**src/rtl/param_fifo_if.sv**
```systemverilog
// Bundle of the FIFO request, data and status signals between a producer/consumer
// (master) and the FIFO itself (slave).
interface param_fifo_if #(
   parameter int DATA_WIDTH = 32,
   parameter int ADDR_WIDTH = 3
);
   // Handshake: no ready. wr_en/rd_en are sampled on every rising edge, and each
   // sampled request gets exactly one registered ack or err pulse in the next cycle.
   // clear wins over both requests and produces no pulse.
   logic                  clear;
   logic                  wr_en;
   logic                  rd_en;
   logic [DATA_WIDTH-1:0] din;
   logic [DATA_WIDTH-1:0] dout;
   logic [ADDR_WIDTH:0]   data_count;
   logic                  full;
   logic                  empty;
   logic                  almost_full;
   logic                  almost_empty;
   logic                  wr_ack;
   logic                  wr_err;
   logic                  rd_ack;
   logic                  rd_err;
   logic [2:0]            state_dbg;

   modport master (
      output clear, wr_en, rd_en, din,
      input  dout, data_count, full, empty, almost_full, almost_empty,
             wr_ack, wr_err, rd_ack, rd_err, state_dbg
   );

   modport slave (
      input  clear, wr_en, rd_en, din,
      output dout, data_count, full, empty, almost_full, almost_empty,
             wr_ack, wr_err, rd_ack, rd_err, state_dbg
   );
endinterface

```
**src/rtl/param_fifo.sv**
```systemverilog
// Single-clock FIFO with power-of-two depth, registered read data, threshold flags,
// synchronous flush and per-operation ack/err pulses.
module param_fifo #(
   parameter int DATA_WIDTH = 32,
   parameter int ADDR_WIDTH = 3,
   parameter int AFULL_TH   = 6,
   parameter int AEMPTY_TH  = 2
) (
   input logic         clk,
   input logic         reset_n,
   param_fifo_if.slave bus
);
   localparam int DEPTH = 2 ** ADDR_WIDTH;
   localparam logic [ADDR_WIDTH:0]   CNT_FULL   = (ADDR_WIDTH + 1)'(DEPTH);
   localparam logic [ADDR_WIDTH:0]   CNT_AFULL  = (ADDR_WIDTH + 1)'(AFULL_TH);
   localparam logic [ADDR_WIDTH:0]   CNT_AEMPTY = (ADDR_WIDTH + 1)'(AEMPTY_TH);
   localparam logic [ADDR_WIDTH:0]   CNT_ONE    = (ADDR_WIDTH + 1)'(1);
   localparam logic [ADDR_WIDTH-1:0] PTR_ONE    = ADDR_WIDTH'(1);

   typedef enum logic [2:0] {
      INIT, NO_OP, WRITE, READ, RDWR, WR_ERROR, RD_ERROR
   } state_e;

   state_e                  state_q, state_d;
   logic [ADDR_WIDTH-1:0]   head_q, head_d;
   logic [ADDR_WIDTH-1:0]   tail_q, tail_d;
   logic [ADDR_WIDTH:0]     count_q, count_d;
   logic [DATA_WIDTH-1:0]   dout_q;
   logic [DATA_WIDTH-1:0]   mem [DEPTH];
   logic                    wr_ack_q, wr_ack_d, wr_err_q, wr_err_d;
   logic                    rd_ack_q, rd_ack_d, rd_err_q, rd_err_d;
   logic                    do_wr, do_rd;
   logic                    is_full, is_empty;

   assign is_full  = (count_q == CNT_FULL);
   assign is_empty = (count_q == '0);

   // Operation decode; a read at full frees the slot the concurrent write needs.
   always_comb begin
      state_d  = NO_OP;
      do_wr    = 1'b0;
      do_rd    = 1'b0;
      wr_err_d = 1'b0;
      rd_err_d = 1'b0;
      if (bus.clear) begin
         state_d = INIT;
      end else begin
         case ({bus.wr_en, bus.rd_en})
            2'b10: begin
               if (is_full) begin
                  state_d  = WR_ERROR;
                  wr_err_d = 1'b1;
               end else begin
                  state_d = WRITE;
                  do_wr   = 1'b1;
               end
            end
            2'b01: begin
               if (is_empty) begin
                  state_d  = RD_ERROR;
                  rd_err_d = 1'b1;
               end else begin
                  state_d = READ;
                  do_rd   = 1'b1;
               end
            end
            2'b11: begin
               if (is_empty) begin
                  state_d  = WRITE;
                  do_wr    = 1'b1;
                  rd_err_d = 1'b1;
               end else begin
                  state_d = RDWR;
                  do_wr   = 1'b1;
                  do_rd   = 1'b1;
               end
            end
            default: state_d = NO_OP;
         endcase
      end
      wr_ack_d = do_wr;
      rd_ack_d = do_rd;
   end

   always_comb begin
      head_d  = head_q;
      tail_d  = tail_q;
      count_d = count_q;
      if (bus.clear) begin
         head_d  = '0;
         tail_d  = '0;
         count_d = '0;
      end else begin
         if (do_rd) head_d = head_q + PTR_ONE;
         if (do_wr) tail_d = tail_q + PTR_ONE;
         if (do_wr && !do_rd) begin
            count_d = count_q + CNT_ONE;
         end else if (do_rd && !do_wr) begin
            count_d = count_q - CNT_ONE;
         end
      end
   end

   always_ff @(posedge clk or negedge reset_n) begin
      if (!reset_n) begin
         state_q  <= INIT;
         head_q   <= '0;
         tail_q   <= '0;
         count_q  <= '0;
         dout_q   <= '0;
         wr_ack_q <= 1'b0;
         wr_err_q <= 1'b0;
         rd_ack_q <= 1'b0;
         rd_err_q <= 1'b0;
      end else begin
         state_q  <= state_d;
         head_q   <= head_d;
         tail_q   <= tail_d;
         count_q  <= count_d;
         wr_ack_q <= wr_ack_d;
         wr_err_q <= wr_err_d;
         rd_ack_q <= rd_ack_d;
         rd_err_q <= rd_err_d;
         if (do_rd) dout_q <= mem[head_q];
      end
   end

   // Storage is deliberately left out of reset so it maps onto plain RAM.
   always_ff @(posedge clk) begin
      if (do_wr) mem[tail_q] <= bus.din;
   end

   assign bus.dout         = dout_q;
   assign bus.data_count   = count_q;
   assign bus.full         = is_full;
   assign bus.empty        = is_empty;
   assign bus.almost_full  = (count_q >= CNT_AFULL);
   assign bus.almost_empty = (count_q <= CNT_AEMPTY);
   assign bus.wr_ack       = wr_ack_q;
   assign bus.wr_err       = wr_err_q;
   assign bus.rd_ack       = rd_ack_q;
   assign bus.rd_err       = rd_err_q;
   assign bus.state_dbg    = state_q;
endmodule

```
**src/flat_wrapper.sv**
```systemverilog
// flat-port wrapper written by rule: the top's interface ports become plain ports
module param_fifo_flat 
#(
   parameter int DATA_WIDTH = 32,
   parameter int ADDR_WIDTH = 3,
   parameter int AFULL_TH   = 6,
   parameter int AEMPTY_TH  = 2
)
  (clk, reset_n, bus_clear, bus_wr_en, bus_rd_en, bus_din, bus_dout, bus_data_count, bus_full, bus_empty, bus_almost_full, bus_almost_empty, bus_wr_ack, bus_wr_err, bus_rd_ack, bus_rd_err, bus_state_dbg);
  param_fifo_if #(.DATA_WIDTH(DATA_WIDTH), .ADDR_WIDTH(ADDR_WIDTH)) bus_i ();
  input logic clk;
  input logic reset_n;
  input wire logic [$bits(bus_i.clear)-1:0] bus_clear;
  input wire logic [$bits(bus_i.wr_en)-1:0] bus_wr_en;
  input wire logic [$bits(bus_i.rd_en)-1:0] bus_rd_en;
  input wire logic [$bits(bus_i.din)-1:0] bus_din;
  output wire logic [$bits(bus_i.dout)-1:0] bus_dout;
  output wire logic [$bits(bus_i.data_count)-1:0] bus_data_count;
  output wire logic [$bits(bus_i.full)-1:0] bus_full;
  output wire logic [$bits(bus_i.empty)-1:0] bus_empty;
  output wire logic [$bits(bus_i.almost_full)-1:0] bus_almost_full;
  output wire logic [$bits(bus_i.almost_empty)-1:0] bus_almost_empty;
  output wire logic [$bits(bus_i.wr_ack)-1:0] bus_wr_ack;
  output wire logic [$bits(bus_i.wr_err)-1:0] bus_wr_err;
  output wire logic [$bits(bus_i.rd_ack)-1:0] bus_rd_ack;
  output wire logic [$bits(bus_i.rd_err)-1:0] bus_rd_err;
  output wire logic [$bits(bus_i.state_dbg)-1:0] bus_state_dbg;
  assign bus_i.clear = bus_clear;
  assign bus_i.wr_en = bus_wr_en;
  assign bus_i.rd_en = bus_rd_en;
  assign bus_i.din = bus_din;
  assign bus_dout = bus_i.dout;
  assign bus_data_count = bus_i.data_count;
  assign bus_full = bus_i.full;
  assign bus_empty = bus_i.empty;
  assign bus_almost_full = bus_i.almost_full;
  assign bus_almost_empty = bus_i.almost_empty;
  assign bus_wr_ack = bus_i.wr_ack;
  assign bus_wr_err = bus_i.wr_err;
  assign bus_rd_ack = bus_i.rd_ack;
  assign bus_rd_err = bus_i.rd_err;
  assign bus_state_dbg = bus_i.state_dbg;
  param_fifo #(.DATA_WIDTH(DATA_WIDTH), .ADDR_WIDTH(ADDR_WIDTH), .AFULL_TH(AFULL_TH), .AEMPTY_TH(AEMPTY_TH)) u_core (.clk(clk), .reset_n(reset_n), .bus(bus_i));
endmodule
```
**config.mk**
```make
export PLATFORM = sky130hd
export DESIGN_NAME = param_fifo_flat
export DESIGN_NICKNAME = d
export VERILOG_FILES = /design/src/rtl/param_fifo_if.sv /design/src/rtl/param_fifo.sv /design/src/flat_wrapper.sv
export SDC_FILE = /design/constraint.sdc
export NUM_CORES = 1
export LEC_CHECK = 0
export CORE_UTILIZATION = 55
export DETAILED_ROUTE_END_ITERATION = 8
export PLACE_DENSITY = 0.75
export SKIP_LAST_GASP = 1
export SLEW_MARGIN = 10
export SYNTH_ARGS = -nofsm -noshare
export SYNTH_HDL_FRONTEND = slang
export SYNTH_SLANG_ARGS = --single-unit
```
**constraint.sdc**
```tcl
create_clock -name clk -period 5.4 [get_ports clk]
set_input_delay 0.81 -clock clk [delete_from_list [all_inputs] [get_ports clk]]
set_output_delay 0.81 -clock clk [all_outputs]
set_load 0.03 [all_outputs]
```
== Word-level counts from Yosys, hierarchy flattened ==
Memory sizes are Yosys's and may differ from the RTL's. A register that Yosys moved wholly into a read port is not among the register bits.
Index checks and enable logic that the tools add are counted.

* Register bits after elaboration: 17
* Latch bits: 0
* RAM bits: 256
* Memory bits (read-only): 0
* Input port bits: 37
* Output and inout port bits: 47
* Logic and storage cells: 55
* Memories: 1

* Add/subtract/negate cells: 4
* $mul: 0
* Div/mod/pow operators: 0
* Magnitude comparators: 2
* Equality and inequality tests: 4
* Shifts and indexed selects: 0
* Muxes and demuxes: 26
* Bitwise operators: 0
* Reductions and logical operators: 10

{| class="wikitable"
|+ Memories
! memory !! depth !! bits a word !! rd ports !! clocked after memory_dff !! wr ports !! RTL line !! text
|-
| u_core.mem || 8 || 32 || 1 || 1 || 1 || param_fifo.sv:29 || <nowiki>logic [DATA_WIDTH-1:0] mem [DEPTH];</nowiki>
|}

{| class="wikitable"
|+ Operators with widths
! cell !! number
|-
| $mux 3 || 8
|-
| $mux 1 || 13
|-
| $mux 4 || 3
|-
| $pmux 3 s3 || 1
|-
| $add 3x1->3 const B || 2
|-
| $add 4x1->4 const B || 1
|-
| $eq 2x2->1 const B || 2
|-
| $eq 4x4->1 const B || 1
|-
| $ge 4x3->1 const B || 1
|-
| $le 4x2->1 const B || 1
|-
| $logic_not 4->1 || 1
|-
| $reduce_bool 2->1 || 2
|-
| $sub 4x1->4 const B || 1
|-
| $logic_not 1->1 || 3
|-
| $reduce_bool 3->1 || 1
|-
| $eq 2x1->1 const B || 1
|-
| $logic_and 1x1->1 || 2
|-
| $pmux 1 s2 || 1
|-
| $reduce_or 2->1 || 1
|}

== Logic depth before layout (Yosys ltp) ==
Gate-level depths: netlist of run 1.

* Depth after elaboration: 9
* Depth in mapped cells: 10
* Mapped depth without buffers: 8

== Least setup slack after synthesis of run 1 ==
OpenSTA, ideal clock, no wires.

* Path kind: input port to flip-flop
* From: input bus_wr_en
* To: memory u_core.mem[0][0] (enable)
* Setup time: 513 ps
* Data arrival time: 4647 ps
* Required time: 4887 ps
* Slack: 240 ps
* Stages: 3
* Path buffers: 1
* Path through: clkbuf_1 -> o21ai_4 -> nor4b_1

* Longest elaborated chain between the ends: 5
* Elaborated cells between the ends (all ways): 6
* Classes of those cells: 2 x eq/ne; 4 x mux

{| class="wikitable"
|+ RTL lines
! what !! RTL line !! text
|-
| start: declaration || flat_wrapper.sv:14 || <nowiki>input wire logic [$bits(bus_i.wr_en)-1:0] bus_wr_en;</nowiki>
|-
| $eq 2x2->1 || param_fifo.sv:48 || <nowiki>case ({bus.wr_en, bus.rd_en})</nowiki>
|-
| $pmux 1 s2 * || param_fifo.sv:48 ||
|-
| $mux 1 * || param_fifo.sv:45 || <nowiki>if (bus.clear) begin</nowiki>
|-
| $mux 1 * || param_fifo.sv:130 || <nowiki>if (do_wr) mem[tail_q] <= bus.din;</nowiki>
|-
| $mux 1 (implied by the code) * || param_fifo.sv:130 ||
|-
| end: declaration || param_fifo.sv:29 ||
|}

Every way passes the cells marked *; elsewhere a longest branch is shown, timed or not.

== Worst setup path after layout of run 1 ==
* From: register u_core.count_q[1] (netlist: u_core.bus.data_count[1])
* To: output bus_full

* Longest elaborated chain between the ends: 1

{| class="wikitable"
|+ RTL lines
! what !! RTL line !! text
|-
| start: declaration || param_fifo.sv:27 || <nowiki>logic [ADDR_WIDTH:0] count_q, count_d;</nowiki>
|-
| start signal: assignment || param_fifo.sv:119 || <nowiki>count_q <= count_d;</nowiki>
|-
| $eq 4x4->1 || param_fifo.sv:35 || <nowiki>assign is_full = (count_q == CNT_FULL);</nowiki>
|-
| end: declaration || flat_wrapper.sv:19 || <nowiki>output wire logic [$bits(bus_i.full)-1:0] bus_full;</nowiki>
|}

No other way between the ends.

==> run metrics, run 1 <==
Seq pwr share=44.8%; final hold viol count=0; RSZ-0062 raised after global routing=no; PD cells=474.4 nW/µm²; Sw Share=30.86%; Pint=4.618 mW; post-place setup slack=1.861 ns; CTS resizes=0; WS Path Type=reg2out; Setup Total Neg Slack=0 ns; post-synthesis sequential area ratio=73.89%; Port Buffer Count=83; 1st-pass router iterations=5; Clk pwr share=28.8%; area share of xor/xnor cells in the synthesized design=0.5082%; H-tree depth reported by CTS=1; iteration-0 DRC count of the detailed router=489; Die Wd=150.1 µm; die span in y=150.1 µm; total power=6.679 mW; multiplexer share of the synthesized area=10.79%; fillers=1,442; CTS clk-pin slew, worst paths=0.06 ns; area of the core=21,290 µm²; Register Area=8917 µm²; Post-Synthesis Cells=731; critical path peak fanout=10; Initial Utilization=56.67%; number of remaining DRC errors=0; clk_lat worst skew=0.54 ns; MaxCap Viol Count=0; total track usage=21.65%; post-synth top area share=63.73%; Via density=5.843; grt ovf=0; CTS tree=done; dominant synthesized flop cell=edfxtp_1; syn avg cell area=16.50 µm²; Post-synth ARST share=16.07%; I/O pin count=84; Gate power share=26.4%; CP Capture Type=primary output; hold buffers post-CTS=0; maximum vdd drop=0.3618 mV; Layout Nets=857; ANT nets after route=0; TritonCTS buffer count=29; initial antenna violation count=0; top cells by count, synth=edfxtp_1, mux2i_1, nand2_1, a22oi_1, dfrtp_1; Clock Tree Buf Depth=3; Multi-input gate area=2937 µm²; final setup vio count=0; LEAKAGE=4.872 nW; status=complete, no violations; Synth Area in Adders=0.5809%; Worst Path Buf+Inv=1; synthesized area=12,060 µm²; Synth area leader=edfxtp_1; fin area=14,080 µm²; Yosys cell types=41; Compound-Gate Fraction of Synth Area=5.269%; global-route wire length before repair=36,790 µm; delay-heaviest family, CP=simple AND/OR/NAND/NOR gates; utilization after layout=66.14%; layout cell share with drive strength beyond 1=12.66%; #FFs+latches synth=305; post-CTS setup buffers=0; crit start category=flip-flop; synth warn=0; CTS Root Cell=clkbuf_16; P&R area growth vs syn=16.72%; HPWL after detailed placement=13,530 µm; Psw=2.061 mW; routed len/inst=21.14 µm; fin. max-slew vios=0; Worst EP required=4.59 ns; Slew HR=26.78%; min-delay worst type=in2async; largest net degree at the start of global routing=73; largest family of logic cells by synthesized area=multiplexers; vias in the first global route=6,762; Fmax=0.2987 GHz; final setup margin=2.052 ns; crit-path cells=nor3_1 > and2_1 > clkdlybuf4s50_1; Slew @ Worst Pin=1.096 ns; top cells by area, synth=edfxtp_1, mux2i_1, dfrtp_1, a22oi_1, nand3_2; CTS sink cnt=305; max incr delay on CP=0.66 ns; Synth Area in Simple Gates=6.721%; Rows=53; diodes inserted=0; EDFF count, synth=256; part of the cycle the worst path needs=62.00%; DP Area=13,170 µm²; Die ar.=22,530 µm²; Net Count, Synth=773; drt total wl=23,510 µm; Tmin final=3.348 ns; most frequent cell after synthesis=edfxtp_1; Worst Skew=0.01034 ns; CP arrival=2.54 ns; crit path max-delay cell type=clkdlybuf4s50_1; GPL Wtd Cong=0.8088; DR vias=6,497
[cell families (layout without fill, tap and decap cells)]
family	count (synthesis)	in the layout
flip-flops	305	305
AND/OR/NAND/NOR	148	148
multiplexers	130	130
AO/OA/AOI/OAI	85	85
buffers and inverters	51	157
XOR/XNOR	7	7
adder cells (fa/ha/maj)	5	5
[layout make-up]
cell class | count | share of cell area (%)
timing repair buffer | 98 | 6.754
sequential | 305 | 63.33
clock buffer | 39 | 5.563
clock inverter | 14 | 0.8709
inverter | 6 | 0.1777
tap | 275 | 2.444
multi-input combinational | 375 | 20.86
[placed cells by master (no fill, tap or decap), types with 2 or more instances in the layout]
master / netlist / final
and2_1: 2 / 2
mux2i_1: 130 / 130
a22oi_1: 64 / 64
nor3_1: 5 / 2
xnor2_1: 3 / 3
nor2_4: 0 / 3
dfrtp_1: 49 / 48
o21ai_0: 3 / 3
clkbuf_1: 22 / 8
a21oi_1: 5 / 5
nand3b_1: 2 / 2
bufinv_16: 0 / 2
clkbuf_8: 0 / 2
clkinv_1: 0 / 3
a211oi_1: 3 / 3
xor2_1: 4 / 4
clkdlybuf4s50_1: 0 / 82
nor2b_2: 0 / 2
buf_4: 4 / 14
clkinv_2: 0 / 7
nor2_1: 19 / 15
nor3_2: 0 / 3
inv_1: 5 / 5
nand2b_1: 3 / 3
nand2_1: 71 / 71
nand3_1: 6 / 6
edfxtp_1: 256 / 256
clkbuf_16: 0 / 29
ha_1: 4 / 4
nand3_2: 29 / 29
o211ai_1: 3 / 3
[power groups by stage]
stage          clock (mW)  sequential (mW)  combinational, mW
2_1_floorplan           0             3.15               1.07
3_3_place_gp            0             3.03               1.71
3_5_place_dp            0             3.04               1.76
4_1_cts              1.95             2.99               1.78
5_1_grt              2.04             3.02               1.90
6_report             1.92             3.00               1.76
[through the flow]
step           hold WS, ns  cells
2_1_floorplan       0.5144    731
3_3_place_gp        0.4711   1059
3_5_place_dp        0.4779   1059
4_1_cts             0.4197   1112
5_1_grt             0.4428   1112
6_report            0.4033   1112
[sequential cells by signal (all words and copies together) (netlist names), 3 cells and up]
register               count
u_core.bus.dout           32
u_core.bus.data_count      4
u_core.head_q              3
u_core.bus.state_dbg       3
u_core.tail_q              3
u_core.mem               256
[metal layers]
layer  global-route usage [%]  vias up  routed length, µm
li1                         -     2963                  -
met1                    29.56     3308               9907
met2                    35.58      194              11750
met3                    4.182       32               1365
met4                    6.364        0                492
met5                        0        -                  0
[worst reg2reg max path, stage by stage, from the launching register on]
cell	delay, ns
dfrtp_1	0.49
nor3_1	0.63
o21ai_0	0.23
nand3b_1	0.22
ha_1	0.27
a211oi_1	0.34
nor2_1	0.15
o221ai_1	0.20
a31oi_1	0.12
[final timing paths]
path	startpoint	end	slack [ns]	cells past startpoint
max	u_core.bus.data_count[1]	bus_full	2.05	3
min	reset_n	u_core.bus.wr_ack	0.40	2
max reg2reg	u_core.bus.data_count[1]	u_core.bus.data_count[3]	2.60	8
min reg2reg	u_core.bus.dout[11]	u_core.bus.dout[11]	0.49	2
max in group asynchronous	reset_n	u_core.head_q[0]	4.47	2
min in group clk	u_core.bus.dout[11]	u_core.bus.dout[11]	0.49	2
Power figures use the tool's default switching activity.
==> run 2: changes to the inputs <==
- clock period: 5.4 -> 3.28 ns (I/O delays scaled with it)
==> run 2 against run 1 <==
Total power rose by 65%; setup slack got worse by 1.9 ns; cell count rose by 1.2%; critical endpoint unchanged.
==> run metrics, run 2 (synthesis gave the netlist of run 1 again) <==
CTS sink cnt=305; Initial Utilization=56.67%; Via density=5.821; layout cell share with drive strength beyond 1=14.00%; CP arrival=2.67 ns; Worst Skew=0.02278 ns; CTS tree=done; Hold Slack=0.04524 ns; hold buffers post-CTS=0; Slew @ Worst Pin=0.9134 ns; Rows=53; Layout Cells excl Fill=1,125; CTS clk-pin slew, worst paths=0.06 ns; WS Path Type=reg2out; maximum vdd drop=0.4773 mV; Layout Nets=868; Port Buffer Count=83; min-delay worst type=in2async; crit start category=flip-flop; most common cell after layout, fill and taps aside=edfxtp_1; part of the cycle the worst path needs=96.50%; Fmax=0.3159 GHz; fillers=1,427; max reg flops=256; max incr delay on CP=0.76 ns; RSZ-0062 raised after global routing=no; final hold viol count=0; Tmin final=3.165 ns; clk_lat worst skew=0.55 ns; Largest Register=u_core.mem; H-tree depth reported by CTS=1; post-CTS setup buffers=0; PD cells=774.5 nW/µm²; 1st-pass router iterations=5; diodes inserted=0; vias in the first global route=6,792; MaxCap Viol Count=0; Worst EP required=2.79 ns; drt total wl=23,580 µm; fin. max-slew vios=0; die span in y=150.1 µm; CTS Root Cell=clkbuf_16; final setup margin=0.1148 ns; delay-heaviest family, CP=simple AND/OR/NAND/NOR gates; Die Wd=150.1 µm; GPL Wtd Cong=0.7937; LEAKAGE=4.929 nW; CTS resizes=0; area of the core=21,290 µm²; critical path peak fanout=10; final setup vio count=0; Multi-input gate area=2954 µm²; most frequent cells in the layout=edfxtp_1, mux2i_1, clkdlybuf4s50_1; I/O pin count=84; initial antenna violation count=0; TritonCTS buffer count=30; crit path max-delay cell type=nor3_1; HPWL after detailed placement=14,100 µm; largest net degree at the start of global routing=47; crit-path cells=nor3_1 > and2_1 > clkdlybuf4s50_1; grt ovf=0; global-route wire length before repair=36,760 µm; Register Area=8917 µm²; number of remaining DRC errors=0; post-place setup slack=0.5757 ns; Worst Path Buf+Inv=1; status=complete, no violations; iteration-0 DRC count of the detailed router=472; DP Cell Count=1,069; DR vias=6,549; routed len/inst=20.96 µm; P&R area growth vs syn=17.66%; Slew HR=39.11%; ANT nets after route=0; CP Capture Type=primary output; Die ar.=22,530 µm²; total track usage=21.60%; Clock Tree Buf Depth=3
[run 2: cell count changes in the layout (fill, tap and decap cells not counted), sizes merged]
cell / before / now
buf: 16 / 26
bufinv: 2 / 0
clkbuf: 39 / 38
clkinv: 10 / 14
clkinvlp: 1 / 3
[run 2: area by class of cell]
class,instances,share of cell area (%)
multi-input cells,375,20.81
clock buffers,38,5.721
inverters,6,0.1763
well taps,275,2.424
repair buffers,108,7.317
flip-flops and latches,305,62.83
clock inverters,18,0.7228
[run 2: worst paths after layout]
check | from | end | slack, ns | cells past startpoint
min reg2reg | u_core.bus.dout[12] | u_core.bus.dout[12] | 0.48 | 2
max reg2reg | u_core.bus.data_count[1] | u_core.bus.data_count[3] | 0.47 | 8
min in group clk | u_core.bus.dout[12] | u_core.bus.dout[12] | 0.48 | 2
max in group asynchronous | reset_n | u_core.bus.dout[11] | 2.41 | 2
max | u_core.bus.data_count[1] | bus_full | 0.11 | 3
min | reset_n | u_core.bus.data_count[0] | 0.05 | 1
[run 2: layer usage]
metal,track usage (%),vias to the layer above,share of wire (%)
met5,0,-,0
met4,5.808,0,1.7
met3,2.788,40,5.1
met2,37.66,194,51
met1,28.70,3321,42
li1,-,2994,-
[run 2: worst reg2reg max path, delay by kind of cell (launching register included)]
kind,cells,cell delay [ns]
AOI/OAI and AO/OA,4,0.85
and+or+nand+nor,3,1.10
adders and majority gates,1,0.25
DFF,1,0.48
[run 2: metrics by stage]
step	setup TNS, ns	power (mW)	instance area [µm²]	utilization [%]
finish	0	10.99	14190	66.68
global route	0	11.44	14190	66.68
CTS	0	11.05	14190	66.68
detailed placement	0	7.927	13280	62.38
global placement	0	7.817	13280	62.38
floorplan	-61.11	6.961	12080	-
[run 2: power breakdown]
group / switching, mW / internal, mW / leakage [nW] / total (mW)
sequential: 0.296 / 4.52 / 2.94 / 4.82
clock: 1.38 / 1.75 / 0.445 / 3.14
combinational: 1.76 / 1.27 / 1.55 / 3.04
total: 3.44 / 7.55 / 4.93 / 11.0
==> run 3: changes to the inputs <==
- PLACE_DENSITY: 0.75 -> 0.72
- clock period: 3.28 -> 3.6 ns (I/O delays scaled with it)
==> run 3 against run 2 <==
Non-clock buffer count rose by 2; core utilization fell by 0.14 points; critical path type unchanged; combinational power fell by 10%; critical path depth unchanged.
==> run metrics, run 3 (synthesis gave the netlist of run 1 again) <==
CTS clk-pin slew, worst paths=0.06 ns; Sw Share=30.77%; max reg flops=256; fin. max-slew vios=0; Largest Register=u_core.mem; Layout Nets=869; drt total wl=23,670 µm; crit start category=flip-flop; Setup Total Neg Slack=0 ns; Rows=53; WS Path Type=reg2out; vias in the first global route=6,780; most common cell after layout, fill and taps aside=edfxtp_1; Worst Skew=0.009140 ns; crit path launch=u_core.bus.data_count[1]; total power=9.918 mW; status=complete, no violations; Clk pwr share=28.0%; Pint=6.866 mW; post-CTS setup buffers=0; clk_lat worst skew=0.53 ns; largest net degree at the start of global routing=42; CP arrival=2.61 ns; final setup vio count=0; iteration-0 DRC count of the detailed router=385; area of the core=21,290 µm²; Clock Tree Buf Depth=3; P&R area growth vs syn=17.43%; CTS sink cnt=305; fillers=1,423; initial antenna violation count=0; Fmax=0.3175 GHz; Seq pwr share=44.5%; Initial Utilization=56.67%; hold buffers post-CTS=0; global-route wire length before repair=36,870 µm; Tmin final=3.150 ns; routed len/inst=21.06 µm; ANT nets after route=0; diodes inserted=0; grt ovf=0; FF-to-FF Start=u_core.bus.data_count[1]; CP Capture Type=primary output; final hold viol count=0; total track usage=21.89%; LEAKAGE=4.922 nW; DR vias=6,508; 1st-pass router iterations=5; min-delay worst type=in2async; critical path peak fanout=10; CTS tree=done; layout cell share with drive strength beyond 1=13.43%; Slew @ Worst Pin=1.114 ns; Gate power share=27.5%; most frequent cells in the layout=edfxtp_1, mux2i_1, clkdlybuf4s50_1; Port Buffer Count=83; H-tree depth reported by CTS=1; HPWL after detailed placement=13,960 µm; CTS Root Cell=clkbuf_16; PD cells=700.2 nW/µm²; die span in y=150.1 µm; maximum vdd drop=0.4545 mV; GPL Wtd Cong=0.7881; RSZ-0062 raised after global routing=no; Die ar.=22,530 µm²; number of remaining DRC errors=0; TritonCTS buffer count=29; Die Wd=150.1 µm; Slew HR=25.39%; I/O pin count=84; Via density=5.790; Worst EP required=3.06 ns; part of the cycle the worst path needs=87.49%; CTS resizes=0; MaxCap Viol Count=0; Psw=3.052 mW
==> run 3: cell types whose count changed in the layout (fill, tap and decap cells not counted), sizes merged <==
cell      change
buf           +2
clkinvlp      -3
clkinv        -9
inv           -1
clkbuf       +10
==> run 3: layout make-up <==
type / instances / area, µm² / area share [%]
clock inverters: 5 / 23.77 / 0.1678
clock buffers: 48 / 847.1 / 5.980
repair buffers: 110 / 1054 / 7.438
multi-input cells: 375 / 2954 / 20.86
flip-flops and latches: 305 / 8917 / 62.95
well taps: 275 / 344.1 / 2.429
inverters: 6 / 25.02 / 0.1767
==> run 3: worst paths after layout <==
check	endpoint	slack, ns	depth (start not counted)
min in group clk	u_core.bus.dout[5]	0.47	2
min reg2reg	u_core.bus.dout[5]	0.47	2
max	bus_full	0.45	3
max reg2reg	u_core.bus.data_count[3]	0.82	8
max in group asynchronous	u_core.head_q[0]	2.63	2
min	u_core.bus.data_count[2]	0.08	1
==> run 3: worst max-delay path, cell delays in order (launching register included) <==
cell and delay, ns:
dfrtp_1 0.48, nor3_1 0.69, and2_1 0.24, clkdlybuf4s50_1 0.67
==> run 3: power groups by stage <==
stage          registers [mW]  logic (mW)  clock network, mW
5_1_grt                  4.45        2.92               2.97
2_1_floorplan            4.73        1.61                  0
3_3_place_gp             4.46        2.68                  0
4_1_cts                  4.41        2.75               2.83
3_5_place_dp             4.48        2.74                  0
6_report                 4.41        2.73               2.78
==> run 3: routing by layer <==
metal	vias up	global-route usage, %	wire length, µm
met4	0	6.667	538
met1	3347	28.96	10250
met2	142	37.66	11990
met3	43	3.212	889
met5	-	0	0
li1	2976	-	-
==> run 3: per-stage QoR <==
step / instances / setup slack (ns) / instance area [µm²] / hold slack [ns] / util, %
final: 1124 / 0.4502 / 14160 / 0.08185 / 66.54
after global routing: 1124 / 0.3083 / 14160 / 0.1249 / 66.54
after CTS: 1124 / 0.4467 / 14160 / 0.09819 / 66.54
after detailed placement: 1071 / 0.6427 / 13290 / 0.4616 / 62.45
after global placement: 1071 / 0.6577 / 13290 / 0.4584 / 62.45
after floorplan: 731 / -0.2692 / 12080 / 0.2444 / -
